File: src/rtl/alu_req_scheduler.sv
// Round-robin scheduler that shares one registered ALU between two command
// requesters and returns the selected unit's result on the winner's response channel.
module alu_req_scheduler #(
    parameter int Width = 16
) (
    input  logic                 CLK,
    input  logic                 RST,

    input  logic                 req0_valid,
    output logic                 req0_ready,
    input  logic [Width-1:0]     req0_a,
    input  logic [Width-1:0]     req0_b,
    input  logic [3:0]           req0_fun,

    input  logic                 req1_valid,
    output logic                 req1_ready,
    input  logic [Width-1:0]     req1_a,
    input  logic [Width-1:0]     req1_b,
    input  logic [3:0]           req1_fun,

    output logic                 rsp0_valid,
    input  logic                 rsp0_ready,
    output logic [2*Width-1:0]   rsp0_data,
    output logic                 rsp0_flag,

    output logic                 rsp1_valid,
    input  logic                 rsp1_ready,
    output logic [2*Width-1:0]   rsp1_data,
    output logic                 rsp1_flag,

    output logic [Width-1:0]     alu_a,
    output logic [Width-1:0]     alu_b,
    output logic [3:0]           alu_fun,
    input  logic [2*Width-1:0]   alu_arith_out,
    input  logic [Width-1:0]     alu_logic_out,
    input  logic [Width-1:0]     alu_cmp_out,
    input  logic [Width-1:0]     alu_shift_out,
    input  logic                 alu_arith_flag,
    input  logic                 alu_logic_flag,
    input  logic                 alu_cmp_flag,
    input  logic                 alu_shift_flag,

    output logic                 busy
);

    // state | meaning
    // IDLE  | arbitrate, accept one command
    // ISSUE | ALU inputs stable, ALU registers result at end of cycle
    // WAIT  | ALU outputs valid, capture selected unit into response register
    // RESP  | response valid to granted requester until consumed
    typedef enum logic [1:0] {
        IDLE  = 2'd0,
        ISSUE = 2'd1,
        WAIT  = 2'd2,
        RESP  = 2'd3
    } state_t;

    state_t               state;
    state_t               state_nxt;
    logic                 last_grant;
    logic                 grant;
    logic                 win;
    logic                 accept;
    logic                 rsp_take;
    logic [2*Width-1:0]   rsp_data_q;
    logic                 rsp_flag_q;

    always_ff @(posedge CLK or posedge RST) begin
        if (RST) begin
            state <= IDLE;
        end else begin
            state <= state_nxt;
        end
    end

    always_comb begin
        state_nxt  = state;
        req0_ready = 1'b0;
        req1_ready = 1'b0;
        win        = 1'b0;
        accept     = 1'b0;
        rsp_take   = grant ? rsp1_ready : rsp0_ready;
        case (state)
            IDLE: begin
                // on a tie the requester not served last wins
                if (req0_valid && req1_valid) begin
                    win = ~last_grant;
                end else begin
                    win = req1_valid;
                end
                if (!RST) begin
                    req0_ready = req0_valid && !win;
                    req1_ready = req1_valid && win;
                end
                accept = req0_ready || req1_ready;
                if (accept) begin
                    state_nxt = ISSUE;
                end
            end
            ISSUE: state_nxt = WAIT;
            WAIT:  state_nxt = RESP;
            RESP: begin
                if (rsp_take) begin
                    state_nxt = IDLE;
                end
            end
            default: state_nxt = IDLE;
        endcase
    end

    always_ff @(posedge CLK or posedge RST) begin
        if (RST) begin
            last_grant <= 1'b1;
            grant      <= 1'b0;
            alu_a      <= '0;
            alu_b      <= '0;
            alu_fun    <= '0;
        end else if (accept) begin
            last_grant <= win;
            grant      <= win;
            alu_a      <= win ? req1_a   : req0_a;
            alu_b      <= win ? req1_b   : req0_b;
            alu_fun    <= win ? req1_fun : req0_fun;
        end
    end

    // alu_fun still holds the accepted command's function during WAIT
    always_ff @(posedge CLK or posedge RST) begin
        if (RST) begin
            rsp_data_q <= '0;
            rsp_flag_q <= 1'b0;
        end else if (state == WAIT) begin
            case (alu_fun[3:2])
                2'b00: begin
                    rsp_data_q <= alu_arith_out;
                    rsp_flag_q <= alu_arith_flag;
                end
                2'b01: begin
                    rsp_data_q <= {{Width{1'b0}}, alu_logic_out};
                    rsp_flag_q <= alu_logic_flag;
                end
                2'b10: begin
                    rsp_data_q <= {{Width{1'b0}}, alu_cmp_out};
                    rsp_flag_q <= alu_cmp_flag;
                end
                default: begin
                    rsp_data_q <= {{Width{1'b0}}, alu_shift_out};
                    rsp_flag_q <= alu_shift_flag;
                end
            endcase
        end
    end

    assign rsp0_valid = (state == RESP) && !grant;
    assign rsp1_valid = (state == RESP) && grant;
    assign rsp0_data  = rsp_data_q;
    assign rsp1_data  = rsp_data_q;
    assign rsp0_flag  = rsp_flag_q;
    assign rsp1_flag  = rsp_flag_q;
    assign busy       = (state != IDLE);

endmodule

File: config.mk
export PLATFORM = sky130hd
export DESIGN_NAME = alu_req_scheduler
export DESIGN_NICKNAME = d
export VERILOG_FILES = /design/src/rtl/alu_req_scheduler.sv
export SDC_FILE = /design/constraint.sdc
export NUM_CORES = 1
export LEC_CHECK = 0
export CORE_ASPECT_RATIO = 0.9
export CORE_MARGIN = 1
export CORE_UTILIZATION = 35
export DETAILED_ROUTE_END_ITERATION = 12
export PLACE_DENSITY_LB_ADDON = 0.1
export SYNTH_ARGS = -nofsm -noshare
export SYNTH_HDL_FRONTEND = slang
export SYNTH_SLANG_ARGS = --single-unit
File: constraint.sdc
create_clock -name CLK -period 3.2 [get_ports CLK]
set_input_delay 0.96 -clock CLK [delete_from_list [all_inputs] [get_ports CLK]]
set_output_delay 0.96 -clock CLK [all_outputs]
set_load 0.1 [all_outputs]
==> results.tsv, run 1 <==
metric	value	unit
Post-synth ARST share	1.00	
initial antenna violation count	0	
hold slack	0.539	ns
largest net degree at the start of global routing	73	
worst path cell trace	clkdlybuf4s50_1, and2_2, or2_2, nor2_4, buf_12	
die width	118	um
CP arrival	2.18	ns
largest cells by area after synthesis	dfrtp_1 43%, or3b_1 6.9%, o21ai_0 6.2%	
H-tree depth	3	
Mapped Area	4210	um^2
Detail Route Antenna Nets	0	
skew final	0.00646	ns
GRT overflow	0	
area of the multi-input gates	1880	um^2
ys flop type	dfrtp_1	
first-pass GRT wire length	20500	um
share of layout cells above drive strength 1	0.280	
fin util	0.599	
Max-slew headroom	0.584	
commonest non-fill, non-tap cell in the layout	clkdlybuf4s50_1	
Post-Synthesis Cells	398	
Synth Net Count	564	
pre-CTS setup slack	0.0538	ns
diode count	0	
initial core utilization	0.364	
warnings from Yosys	0	
CP Class	in2out	
clk_lat worst skew	0.33	ns
postcts setup bufs	0	
DR WL/cell	16.9	um
Setup TNS	0	ns
min Tclk post-route	3.14	ns
fill count	1017	
Slew @ Worst Pin	0.624	ns
routability cong.	0.840	
port buffer count	268	
EDFF count, synth	0	
Register Area	1830	um^2
status	completed	
CTS tree	built	
Root Buffer	clkbuf_16	
Nets	789	
clock transition at the registers of the reported paths	0.06	ns
Syn Area/Cell	10.6	um^2
# IOs	269	
Placement Rows	37	
WL final	13300	um
vias in the first global route	3847	
number of library cell types mapped by synthesis	31	
slowest library cell on the worst path	clkdlybuf4s50_1	
leading area contributor after synthesis	dfrtp_1	
final-report setup violation count	0	
drc violations	0	
Pins Over Slew Limit	0	
Worst Setup Slack, final	0.0597	ns
GRT Util Overall	0.211	
Core ar.	11600	um^2
DRT iter0 DRCs	163	
Final period util	0.981	
Num CTS Buffers	9	
synthesis-stage register bit count	73	
CP Launch Type	primary input	
hpwl dp	9800	um
total number of vias	3894	
fmax	0.318	GHz
number of hold buffers added after CTS	0	
die height	106	um
Num Clock Sinks	73	
most frequent cells in the layout	161 x clkdlybuf4s50_1, 117 x buf_4, 72 x dfrtp_1	
DRT Pass-1 Iters	4	
critical path's top delay family	simple AND/OR/NAND/NOR gates	
max incr delay on CP	0.42	ns
Required @ worst endpoint	2.24	ns
Final Hold Vio Count	0	
routed vias/inst	4.97	
Seq/Total Area, Yosys	0.434	
unrepaired setup endpoints after global routing	no	
post-CTS sizing	0	
top cell type's share of synthesized area	0.428	
CP endpoint kind	primary output	
Area growth syn-to-layout	64.5	%
Max Buffers Root-to-Sink	2	
# Max-Cap Violations	0	
worst hold path type	reg2reg	
maximum fanout along the worst path	3	
die area	12500	um^2
worst path bufs/invs	2	
## layout make-up
type / instances / area share
Tap cell: 156 / 0.0282
Sequential cell: 73 / 0.264
Inverter: 22 / 0.0121
Timing Repair Buffer: 283 / 0.374
Clock buffer: 9 / 0.0325
Clock inverter: 7 / 0.0181
Multi-Input combinational cell: 234 / 0.272
## routing by layer
metal	routed length [um]	share of wire	up-vias	global-route usage
met4	164	0.012	0	0.0705
met3	1010	0.076	12	0.0585
met1	5390	0.41	1834	0.251
met5	0	0	-	0
li1	-	-	1862	-
met2	6710	0.51	186	0.367
## worst register-to-register path, cell delays in order (launching register included)
cell and delay (ns):
dfrtp_1 0.39, inv_1 0.13, ha_1 0.28, nor2b_2 0.20, buf_4 0.38, and2_1 0.29
buf_12 0.23, a31oi_1 0.12
## stage by stage
step                      cells  cell area (um^2)
after detailed placement    768              6580
final                       784              6930
after global routing        784              6930
after global placement      768              6580
after floorplan             398              4220
after CTS                   784              6930
## state kept, by name (all words and copies together) (netlist names)
register / cells
rsp0_flag: 1
rsp0_data: 32
alu_a: 16
last_grant: 1
alu_b: 16
alu_fun: 4
grant: 1
state: 2
## final timing paths
kind	cells after the start	endpoint	slack (ns)	startpoint
worst min register to register	1	rsp0_data[8]$_DFFE_PP0P_	0.54	rsp0_data[8]$_DFFE_PP0P_
worst min-delay path	1	rsp0_data[8]$_DFFE_PP0P_	0.54	rsp0_data[8]$_DFFE_PP0P_
worst max register to register	7	alu_b[9]$_DFFE_PP0P_	1.06	state[0]$_DFFE_PP0P_
max in group asynchronous	4	rsp0_flag$_DFFE_PP0P_	1.50	RST
worst max-delay path	5	req1_ready	0.06	req0_valid
min in group asynchronous	3	alu_a[2]$_DFFE_PP0P_	1.14	RST
## synth_stat cells, types with 3 or more instances
master    number
buf_2          8
o21ai_0       52
or3b_1        33
inv_1         22
a31oi_1       36
dfrtp_1       72
nand2_1       18
buf_4         34
or3b_2         3
mux4_2         8
clkbuf_1      21
mux2_4         8
mux4_1         9
ha_1           4
mux2_2        10
and2_1         3
buf_6          3
a21oi_1       37
## kinds of logic after synthesis
kind of cell | count (synthesis) | share of synthesized area
simple gates | 64 | 0.106
compound gates | 129 | 0.166
flops | 73 | 0.434
mux | 37 | 0.159
fa+ha+maj | 4 | 0.0119
buf+inv | 91 | 0.123
Power of run 1 is not shown: default switching activity piles up to over one toggle a cycle in this logic, so the estimate is an artifact.
==> run 2: changes to the inputs <==
==> constraint.sdc (replaced) <==
create_clock -name CLK -period 3.3 [get_ports CLK]
set_input_delay 0.99 -clock CLK [delete_from_list [all_inputs] [get_ports CLK]]
set_output_delay 0.99 -clock CLK [all_outputs]
set_load 0.1 [all_outputs]
==> results.tsv, run 2 (synthesized netlist as in run 1, its figures left out) <==
metric	value	unit
status	completed	
vias in the first global route	3766	
Placement Rows	37	
GRT overflow	0	
worst path cell trace	clkdlybuf4s50_1, and2_2, or2_2, nor2_4, buf_12	
skew final	0.00847	ns
placed cells	764	
Num CTS Buffers	9	
CP Launch Type	primary input	
largest net degree at the start of global routing	73	
number of hold buffers added after CTS	0	
final cell count without fillers	780	
CTS tree	built	
unrepaired setup endpoints after global routing	no	
drc violations	0	
reg-to-reg startpoint	alu_fun[2]$_DFFE_PP0P_	
Pins Over Slew Limit	0	
die height	106	um
port buffer count	268	
initial antenna violation count	0	
Setup TNS	0	ns
critical path's top delay family	simple AND/OR/NAND/NOR gates	
depth of the most critical reg-to-reg path	4	
Root Buffer	clkbuf_16	
fin util	0.592	
Nets	785	
Slew @ Worst Pin	1.02	ns
clock transition at the registers of the reported paths	0.06	ns
first-pass GRT wire length	20200	um
share of layout cells above drive strength 1	0.276	
Final Hold Vio Count	0	
total number of vias	3904	
max incr delay on CP	0.45	ns
Core ar.	11600	um^2
routed vias/inst	5.01	
CP endpoint kind	primary output	
postcts setup bufs	0	
CP Launch Point	req0_valid	
die area	12500	um^2
Max Buffers Root-to-Sink	2	
final-report setup violation count	0	
worst path bufs/invs	2	
routability cong.	0.840	
hpwl dp	9650	um
maximum fanout along the worst path	4	
max reg flops	32	
WL final	13000	um
Required @ worst endpoint	2.31	ns
post-CTS sizing	0	
Area growth syn-to-layout	62.7	%
clk_lat worst skew	0.33	ns
min Tclk post-route	3.25	ns
die width	118	um
DR WL/cell	16.6	um
DRT iter0 DRCs	165	
reg2reg setup slack	1.17	ns
commonest non-fill, non-tap cell in the layout	clkdlybuf4s50_1	
H-tree depth	3	
most frequent cells in the layout	161 x clkdlybuf4s50_1, 113 x buf_4, 72 x dfrtp_1	
slowest library cell on the worst path	clkdlybuf4s50_1	
CP arrival	2.26	ns
GRT Util Overall	0.206	
DRT Pass-1 Iters	4	
diode count	0	
worst hold path type	reg2reg	
FF-to-FF End	rsp0_data[21]$_DFFE_PP0P_	
initial core utilization	0.364	
CP Class	in2out	
WP depth	5	
Num Clock Sinks	73	
Max-slew headroom	0.315	
fmax	0.308	GHz
# Max-Cap Violations	0	
# IOs	269	
Setup crit end	req1_ready	
Final period util	0.985	
Detail Route Antenna Nets	0	
[run 2: cell count changes in the layout (fill, tap and decap cells not counted)]
| cell | before | now |
|---|---|---|
| buf_4 | 117 | 113 |
| bufinv_16 | 3 | 1 |
| clkinv_2 | 1 | 2 |
| clkinv_4 | 2 | 0 |
| clkinvlp_4 | 0 | 2 |
| inv_6 | 2 | 3 |
[run 2: metrics by stage]
stage	worst slack (ns)	hold slack [ns]	instance area, um^2
floorplan	-0.0633	0.504	4220
global placement	0.0760	0.523	6550
detailed placement	0.0509	0.525	6550
CTS	0.0418	0.544	6850
global route	0.0146	0.555	6850
finish	0.0497	0.540	6850
[run 2: worst min path at each step]
| stage | start | end | slack (ns) | cells after the start |
|---|---|---|---|---|
| 2_1_floorplan | last_grant$_DFFE_PP1P_ | last_grant$_DFFE_PP1P_ | 0.50 | 2 |
| 3_3_place_gp | rsp0_data[8]$_DFFE_PP0P_ | rsp0_data[8]$_DFFE_PP0P_ | 0.52 | 1 |
| 3_5_place_dp | rsp0_data[7]$_DFFE_PP0P_ | rsp0_data[7]$_DFFE_PP0P_ | 0.53 | 1 |
| 4_1_cts | rsp0_data[7]$_DFFE_PP0P_ | rsp0_data[7]$_DFFE_PP0P_ | 0.54 | 1 |
| 5_1_grt | rsp0_data[8]$_DFFE_PP0P_ | rsp0_data[8]$_DFFE_PP0P_ | 0.56 | 1 |
| 6_report | rsp0_data[2]$_DFFE_PP0P_ | rsp0_data[2]$_DFFE_PP0P_ | 0.54 | 1 |
[run 2: cell type report]
class                   instances  area, um^2
fillers                      1053        4720
well taps                     156         195
flip-flops and latches         73        1830
clock buffers                   9         225
clock inverters                 7        76.3
multi-input cells             234        1880
repair buffers                279        2560
inverters                      22        83.8
[run 2: per-layer routing]
metal,global-route usage,part of all wire,up-vias
met5,0,0,-
met4,0.0641,0.019,0
met3,0.0569,0.080,14
met2,0.365,0.50,175
met1,0.241,0.40,1861
li1,-,-,1854
Power of run 2 is left out for the same reason.
